### config.mk
export PLATFORM = sky130hd
export DESIGN_NAME = inst_stream_encoder
export DESIGN_NICKNAME = d
export VERILOG_FILES = /design/src/rtl/inst_stream_encoder.sv
export SDC_FILE = /design/constraint.sdc
export NUM_CORES = 1
export LEC_CHECK = 0
export CAP_MARGIN = 30
export CORE_MARGIN = 2
export CORE_UTILIZATION = 54
export DETAILED_ROUTE_END_ITERATION = 10
export PLACE_DENSITY = 0.88
export REMOVE_ABC_BUFFERS = 1
export SLEW_MARGIN = 20
export SYNTH_ARGS = -nofsm -noshare
export SYNTH_HDL_FRONTEND = slang
export SYNTH_SLANG_ARGS = --single-unit
### constraint.sdc
create_clock -name clk -period 2.59 [get_ports clk]
set_input_delay 0.259 -clock clk [delete_from_list [all_inputs] [get_ports clk]]
set_output_delay 0.259 -clock clk [all_outputs]
set_load 0.005 [all_outputs]
### src/rtl/inst_stream_encoder.sv
// RV32IM instruction encoder feeding a small valid/ready FIFO toward the fetch injection point.
// Optional build macro INST_ENC_LFSR_EN adds rand_mode and an LFSR-driven self-enqueue source.
module inst_stream_encoder #(
   parameter int DEPTH = 4,
   parameter int CNT_W = 16
) (
   input  logic             clk,
   input  logic             rst_n,
`ifdef INST_ENC_LFSR_EN
   input  logic             rand_mode,
`endif
   input  logic             req_valid,
   output logic             req_ready,
   input  logic [5:0]       req_op,
   input  logic [4:0]       req_rd,
   input  logic [4:0]       req_rs1,
   input  logic [4:0]       req_rs2,
   input  logic [31:0]      req_imm,
   output logic             inst_valid,
   input  logic             inst_ready,
   output logic [31:0]      instruction,
   output logic [CNT_W-1:0] emit_count,
   output logic             err_illegal
);

   localparam int AW = $clog2(DEPTH);
   localparam logic [31:0] STALL_NOP = 32'h0000007F;

   logic [AW:0]  wr_ptr, rd_ptr;
   logic [31:0]  mem [DEPTH];
   logic         full, empty, push, pop, err_set;

   logic [5:0]   src_op;
   logic [4:0]   src_rd, src_rs1, src_rs2;
   logic [31:0]  src_imm;
   logic         src_push;
   logic [31:0]  enc_word;
   logic         enc_legal;
   logic [2:0]   f3;
   logic [6:0]   f7;

   assign empty = (wr_ptr == rd_ptr);
   assign full  = (wr_ptr[AW] != rd_ptr[AW]) && (wr_ptr[AW-1:0] == rd_ptr[AW-1:0]);

`ifdef INST_ENC_LFSR_EN
   logic [31:0] lfsr;
   logic [5:0]  rand_op;

   // Fibonacci form of x^32+x^22+x^2+x+1, free-running regardless of rand_mode.
   always_ff @(posedge clk or negedge rst_n) begin
      if (!rst_n) lfsr <= 32'hACE12468;
      else        lfsr <= {lfsr[30:0], lfsr[31] ^ lfsr[21] ^ lfsr[1] ^ lfsr[0]};
   end

   assign rand_op   = (lfsr[5:0] < 6'd35) ? lfsr[5:0] : lfsr[5:0] - 6'd35;
   assign req_ready = !full && !rand_mode;

   always_comb begin
      if (rand_mode) begin
         src_op = rand_op;   src_rd = lfsr[10:6];  src_rs1 = lfsr[15:11];
         src_rs2 = lfsr[20:16]; src_imm = lfsr;    src_push = !full;
      end else begin
         src_op = req_op;    src_rd = req_rd;      src_rs1 = req_rs1;
         src_rs2 = req_rs2;  src_imm = req_imm;    src_push = req_valid && req_ready;
      end
   end
`else
   assign req_ready = !full;
   assign src_op    = req_op;
   assign src_rd    = req_rd;
   assign src_rs1   = req_rs1;
   assign src_rs2   = req_rs2;
   assign src_imm   = req_imm;
   assign src_push  = req_valid && req_ready;
`endif

   // Ops are numbered by format group: R 0-13, I 14-19, shift-imm 20-22, LW, SW,
   // branches 25-30, JAL, JALR, LUI, AUIPC.
   always_comb begin
      // NOTE: every output of this block gets a default first so no path infers a latch.
      enc_word  = 32'h0;
      enc_legal = 1'b1;
      f7        = 7'b0000000;
      case (src_op)
         6'd2, 6'd11, 6'd20, 6'd26:        f3 = 3'b001;
         6'd3, 6'd12, 6'd15, 6'd23, 6'd24: f3 = 3'b010;
         6'd4, 6'd13, 6'd16:               f3 = 3'b011;
         6'd5, 6'd17, 6'd27:               f3 = 3'b100;
         6'd6, 6'd7, 6'd21, 6'd22, 6'd28:  f3 = 3'b101;
         6'd8, 6'd18, 6'd29:               f3 = 3'b110;
         6'd9, 6'd19, 6'd30:               f3 = 3'b111;
         default:                          f3 = 3'b000;
      endcase

      if (src_op <= 6'd13) begin
         if (src_op == 6'd1 || src_op == 6'd7) f7 = 7'b0100000;
         else if (src_op >= 6'd10)             f7 = 7'b0000001;
         enc_word = {f7, src_rs2, src_rs1, f3, src_rd, 7'b0110011};
      end else if (src_op <= 6'd19) begin
         enc_word = {src_imm[11:0], src_rs1, f3, src_rd, 7'b0010011};
      end else if (src_op <= 6'd22) begin
         if (src_op == 6'd22) f7 = 7'b0100000;
         enc_word = {f7, src_imm[4:0], src_rs1, f3, src_rd, 7'b0010011};
      end else if (src_op == 6'd23) begin
         enc_word = {src_imm[11:0], src_rs1, f3, src_rd, 7'b0000011};
      end else if (src_op == 6'd24) begin
         enc_word = {src_imm[11:5], src_rs2, src_rs1, f3, src_imm[4:0], 7'b0100011};
      end else if (src_op <= 6'd30) begin
         enc_word = {src_imm[12], src_imm[10:5], src_rs2, src_rs1, f3,
                     src_imm[4:1], src_imm[11], 7'b1100011};
      end else if (src_op == 6'd31) begin
         enc_word = {src_imm[20], src_imm[10:1], src_imm[11], src_imm[19:12],
                     src_rd, 7'b1101111};
      end else if (src_op == 6'd32) begin
         enc_word = {src_imm[11:0], src_rs1, 3'b000, src_rd, 7'b1100111};
      end else if (src_op == 6'd33) begin
         enc_word = {src_imm[31:12], src_rd, 7'b0110111};
      end else if (src_op == 6'd34) begin
         enc_word = {src_imm[31:12], src_rd, 7'b0010111};
      end else begin
         enc_legal = 1'b0;
      end
   end

   assign push    = src_push && enc_legal;
   assign err_set = req_valid && req_ready && !enc_legal;
   assign pop     = !empty && inst_ready;

   // NOTE: FIFO storage is deliberately not reset; the pointers alone define validity.
   always_ff @(posedge clk) begin
      if (push) mem[wr_ptr[AW-1:0]] <= enc_word;
   end

   // NOTE: sequential state uses non-blocking assignments so all registers update together.
   always_ff @(posedge clk or negedge rst_n) begin
      if (!rst_n) begin
         wr_ptr      <= '0;
         rd_ptr      <= '0;
         emit_count  <= '0;
         err_illegal <= 1'b0;
      end else begin
         if (push) wr_ptr <= wr_ptr + 1'b1;
         if (pop) begin
            rd_ptr     <= rd_ptr + 1'b1;
            emit_count <= emit_count + 1'b1;
         end
         if (err_set) err_illegal <= 1'b1;
      end
   end

   assign inst_valid  = !empty;
   assign instruction = empty ? STALL_NOP : mem[rd_ptr[AW-1:0]];

endmodule
# [Yosys cells after proc, flatten, opt, wreduce, memory -nomap -nowiden]
# Memory sizes are Yosys's and may differ from the RTL's.
# Index checks and enable logic that the tools add are counted.
[totals] latch_bits=0 in_bits=57 mem_count=2 mem_bits_ro=96 regBits=23 elab_cells=62 ram_bits=128 output_inout_bits=51
[op_classes] n_eq_ne=12 muxes=27 addsub=3 n_reduce_logical=9 mul=0 n_lt_le_gt_ge=5 div=0 bitwise_logic=0 n_shift=0
[mem_list] name="mem" depth=4 width=32 rd=1 rd_clocked_by_memory_dff=0 write_ports=1 line="30" text="logic [31:0] mem [DEPTH];"
[mem_list] name="(no name shown)" depth=32 width=3 rd=1 rd_clocked_by_memory_dff=0 write_ports=0 line="84" text="case (src_op)"
[op_table] cell="two-way mux 32 bit" n=11
[op_table] cell="equality test 6 x 5 -> 1 bit, second input constant" n=4
[op_table] cell="equality test 6 bit, second input constant" n=3
[op_table] cell="<= comparator 6 x 5 -> 1 bit, second input constant" n=3
[op_table] cell="adder 16 x 1 -> 16 bit, second input constant" n=1
[op_table] cell="two-way mux 1 bit" n=13
[op_table] cell="two-way mux 6 bit" n=2
[op_table] cell="adder 3 x 1 -> 3 bit, second input constant" n=2
[op_table] cell="equality test 6 x 1 -> 1 bit, second input constant" n=1
[op_table] cell="equality test 6 x 3 -> 1 bit, second input constant" n=1
[op_table] cell=">= comparator 6 x 4 -> 1 bit, second input constant" n=1
[op_table] cell="<= comparator 6 x 4 -> 1 bit, second input constant" n=1
[op_table] cell="logical AND 1 bit" n=5
[op_table] cell="equality test 3 bit" n=1
[op_table] cell="zero test 1 bit" n=3
[op_table] cell="two-way mux 3 bit" n=1
[op_table] cell="equality test 2 bit" n=1
[op_table] cell="logical OR 1 bit" n=1
[op_table] cell="!= test 1 bit" n=1

# [Longest topological paths before layout]
[depth] ltp_word=14 mapped_depth=8

# [Least setup slack after synthesis]
# Ideal clock, no wire load.
[synth_path] kind="input port to flip-flop" startpoint="input req_op[1]" endpoint="memory mem[0][10] (enable)" stages=7 t_required_ps=2199 setup_ps=391 arrival_ps=2412 setup_slack_ps=-213 path_cell_list="buf_2 -> inv_1 -> ha_1 -> or3b_4 -> o22a_4 -> a31oi_4 -> and2_1"
[synth_via] elab_chain_len=14
[synth_rtl] item="from (decl)" line="14" text="input logic [5:0] req_op,"
[synth_rtl] item="equality test 6 bit" line="118" text="end else if (src_op == 6'd34) begin"
[synth_rtl] item="two-way mux 1 bit" line="118"
[synth_rtl] item="two-way mux 1 bit" line="116" text="end else if (src_op == 6'd33) begin"
[synth_rtl] item="two-way mux 1 bit" line="114" text="end else if (src_op == 6'd32) begin"
[synth_rtl] item="two-way mux 1 bit" line="111" text="end else if (src_op == 6'd31) begin"
[synth_rtl] item="two-way mux 1 bit" line="108" text="end else if (src_op <= 6'd30) begin"
[synth_rtl] item="two-way mux 1 bit" line="106" text="end else if (src_op == 6'd24) begin"
[synth_rtl] item="two-way mux 1 bit" line="104" text="end else if (src_op == 6'd23) begin"
[synth_rtl] item="two-way mux 1 bit" line="101" text="end else if (src_op <= 6'd22) begin"
[synth_rtl] item="two-way mux 1 bit" line="99" text="end else if (src_op <= 6'd19) begin"
[synth_rtl] item="two-way mux 1 bit *" line="95" text="if (src_op <= 6'd13) begin"
[synth_rtl] item="logical AND 1 bit *" line="125" text="assign push = src_push && enc_legal;"
[synth_rtl] item="two-way mux 1 bit *" line="131" text="if (push) mem[wr_ptr[AW-1:0]] <= enc_word;"
[synth_rtl] item="two-way mux 1 bit (implied by the code) *" line="131"
[synth_rtl] item="to (decl)" line="30"
# Every way passes the cells marked *; elsewhere a longest branch is shown, timed or not.

# [Worst setup path in the final report]
[layout_path] startpoint="register rd_ptr[0]" endpoint="output instruction[30]"
[layout_via] elab_chain_len=2
[layout_rtl] item="from (decl)" line="29" text="logic [AW:0] wr_ptr, rd_ptr;"
[layout_rtl] item="from (signal assigned)" line="144" text="rd_ptr <= rd_ptr + 1'b1;"
[layout_rtl] item="memory (4 x 32 bit) or equality test 3 bit (tied branches)"
[layout_rtl] item="two-way mux 32 bit *" line="152" text="assign instruction = empty ? STALL_NOP : mem[rd_ptr[AW-1:0]];"
[layout_rtl] item="to (decl)" line="21" text="output logic [31:0] instruction,"
# Marks and branches as above.

==> impl_results.md <==
- Status: finished, final reports clean
- Final Hold Fails: 0
- Type of origin of the critical path: flip-flop
- Clk sinks: 147
- H-tree depth: 4
- Largest area contributor in the netlist: edfxtp_1
- WL final: about 19000 um
- RSZ-0062 raised after global routing: true
- Antenna diode count: 0
- Cell variety after synth: 64
- WP data arrival: between 2 and 2.5 ns
- Worst Hold Class: in -> async
- Vias in the first global route: ~5200
- Detail Placement HPWL: between 10000 and 15000 um
- First-pass DRT Iterations: 4
- Max Cap Violations: 0
- Port buffer count: roughly 110
- Post-synth ARST share: 0.156
- Vias: just over 5000
- Die area: 0.0139 mm^2
- DP Area: approximately 0.0086 mm^2
- # setup viols final: 0
- Synth Register Bits: around 150
- Avg WL per Cell: ~23 um
- Top cells by area, synth: edfxtp_1, mux4_2, dfrtp_1
- Netlist Area Pre-Place: between 0.007 and 0.008 mm^2
- Worst Tran Pin Value: 0.734 ns
- Global route total overflow: 0
- Worst path cell trace: buf_4 -> mux4_2 -> and2_1 -> clkdlybuf4s50_1
- Layout cell share with drive strength beyond 1: 0.235
- R2r setup slk: ~0.35 ns
- Worst vdd ir: 0.513 mV
- CTS Hold Bufs: 0
- Worst skew pair latency: approximately 0.42 ns
- Initial Util: 0.554
- Synth cell count leaders: edfxtp_1, mux4_2, and2_1
- Peak Freq: ~0.39 GHz
- CTS tree: done
- Worst clock skew: around 0.013 ns
- Critical path fanouts, max: 7
- Seq/Total Area, Yosys: 0.612
- Crit path buffers/inverters: 2
- Post-synth EDFFs: ~120
- Worst path max stage delay: approximately 0.52 ns
- Power per cell area: 1010 mW/mm^2
- Final period utilization: 0.999
- Syn-to-layout area delta: 33.4%
- Post-synth top area share: 0.530
- Core area: between 0.01 and 0.015 mm^2
- Max clock buf depth: 2
- Total CTS buffers: 17
- Clk slew on worst S/H paths: approximately 0.060 ns
- Count leader, synth: edfxtp_1
- Main synth FF type: edfxtp_1
- WS Path Type: reg -> out
- I/O Pins: about 110
- Die Height: 118 um
- DR iter-0 viols: about 640
- Fin crit period: 2.59 ns
- YS warnings: 0
- GRT Total Usage: 0.277
- Tot Pwr: 9.46 mW
- Die X: between 100 and 150 um
- Slew Limit Fails: 0
- Clk root buf: clkbuf_16
- Residual DRC count: 0
- Post-synthesis cell count: about 470
- Antenna Nets Post-Route: 0
- Avg Inst Size Synth: 15.0 um^2
- Lkg Pwr: 3.51 nW
- First-pass GRT wire length: 29200 um
- # rows: 41
- Slew HR: 0.508
- # nets final: roughly 700
- Pin count of the biggest net entering global routing: 34
- Post-route cell area: between 0.009 and 0.01 mm^2
- CP endpoint kind: output port
- Gpl congestion: between 0.9 and 1
- Required time at the worst-slack endpoint: 2.33 ns
- Crit-path leading delay family: buffers and inverters
- Setup TNS: 0 ns
- Initial antenna violation count: 0
- CP max-delay cell: dfrtp_2
- Routed vias/inst: 6.21
## cell usage in the layout, fill, tap and decap left out, types with 10 or more instances in the layout
cell	netlist	final
nand3_1	15	15
nor2_1	13	13
dfrtp_1	23	22
inv_1	18	18
ha_1	13	13
clkbuf_16	0	18
clkdlybuf4s50_1	0	96
nand2_1	23	23
o21ai_1	10	10
edfxtp_1	124	124
buf_4	3	57
mux4_2	34	34
xnor2_1	19	17
and2_1	28	28
## kinds of logic (layout without fill, tap and decap cells)
kind of cell	count (synthesis)	count (layout)	synth area share
mux	43	43	0.123
compound gates	81	81	0.0893
buf+inv	45	223	0.0301
xor+xnor	23	23	0.0287
flops	147	147	0.612
fa+ha+maj	13	13	0.0232
simple gates	117	117	0.0934
## final cells by class
type	count	area, um^2
flip-flops and latches	147	4300
fillers	746	3310
multi-input cells	277	2530
repair buffers	171	1650
clock buffers	19	433
well taps	172	215
clock inverters	13	159
inverters	20	82.6
## worst register-to-register path, stage by stage, from the launching register on
cell     delay, ns
dfrtp_2       0.50
xnor2_1       0.21
buf_4         0.17
a31o_2        0.30
a311o_1       0.37
inv_1         0.14
buf_4         0.24
## report_power, final
| group | total (mW) | switching (mW) | internal, mW |
|---|---|---|---|
| sequential | 3.19 | 0.229 | 2.96 |
| clock | 2.46 | 0.945 | 1.51 |
| combinational | 3.81 | 1.61 | 2.20 |
| total | 9.46 | 2.78 | 6.68 |
## path summary, 6_finish.rpt
kind	from	end	depth (start not counted)
min reg2reg	emit_count[15]	emit_count[15]	1
min in group clk	emit_count[15]	emit_count[15]	1
max in group asynchronous	rst_n	rd_ptr[0]	2
max	rd_ptr[0]	instruction[30]	4
max reg2reg	rd_ptr[0]	mem[3][9]	6
min	rst_n	emit_count[10]	2
## registers in the layout (all words and copies together) (netlist names)
register	cells
wr_ptr	3
rd_ptr	3
err_illegal	1
mem	124
emit_count	16
## metrics by stage
| step | hold slack, ns | std cells | util | worst slack, ns |
|---|---|---|---|---|
| after global routing | 0.213 | 819 | 0.739 | -0.0280 |
| after detailed placement | 0.480 | 778 | 0.679 | 0.0178 |
| after global placement | 0.461 | 778 | 0.679 | 0.0367 |
| after CTS | 0.185 | 814 | 0.731 | 0.00191 |
| final | 0.186 | 819 | 0.739 | 0.00258 |
| after floorplan | -0.0366 | 444 | - | -0.911 |
## routing by layer
layer / track usage / part of all wire
met1: 0.350 / 0.38
met2: 0.468 / 0.52
met3: 0.0567 / 0.075
met4: 0.114 / 0.020
met5: 0 / 0
## repair_timing
item / in CTS / in global routing
endpoints found under the setup margin: 33 / 11
gates cloned: 0 / 1
buffers inserted: 4 / 4
resized for setup: 9 / 15
Power figures use the tool's default switching activity.
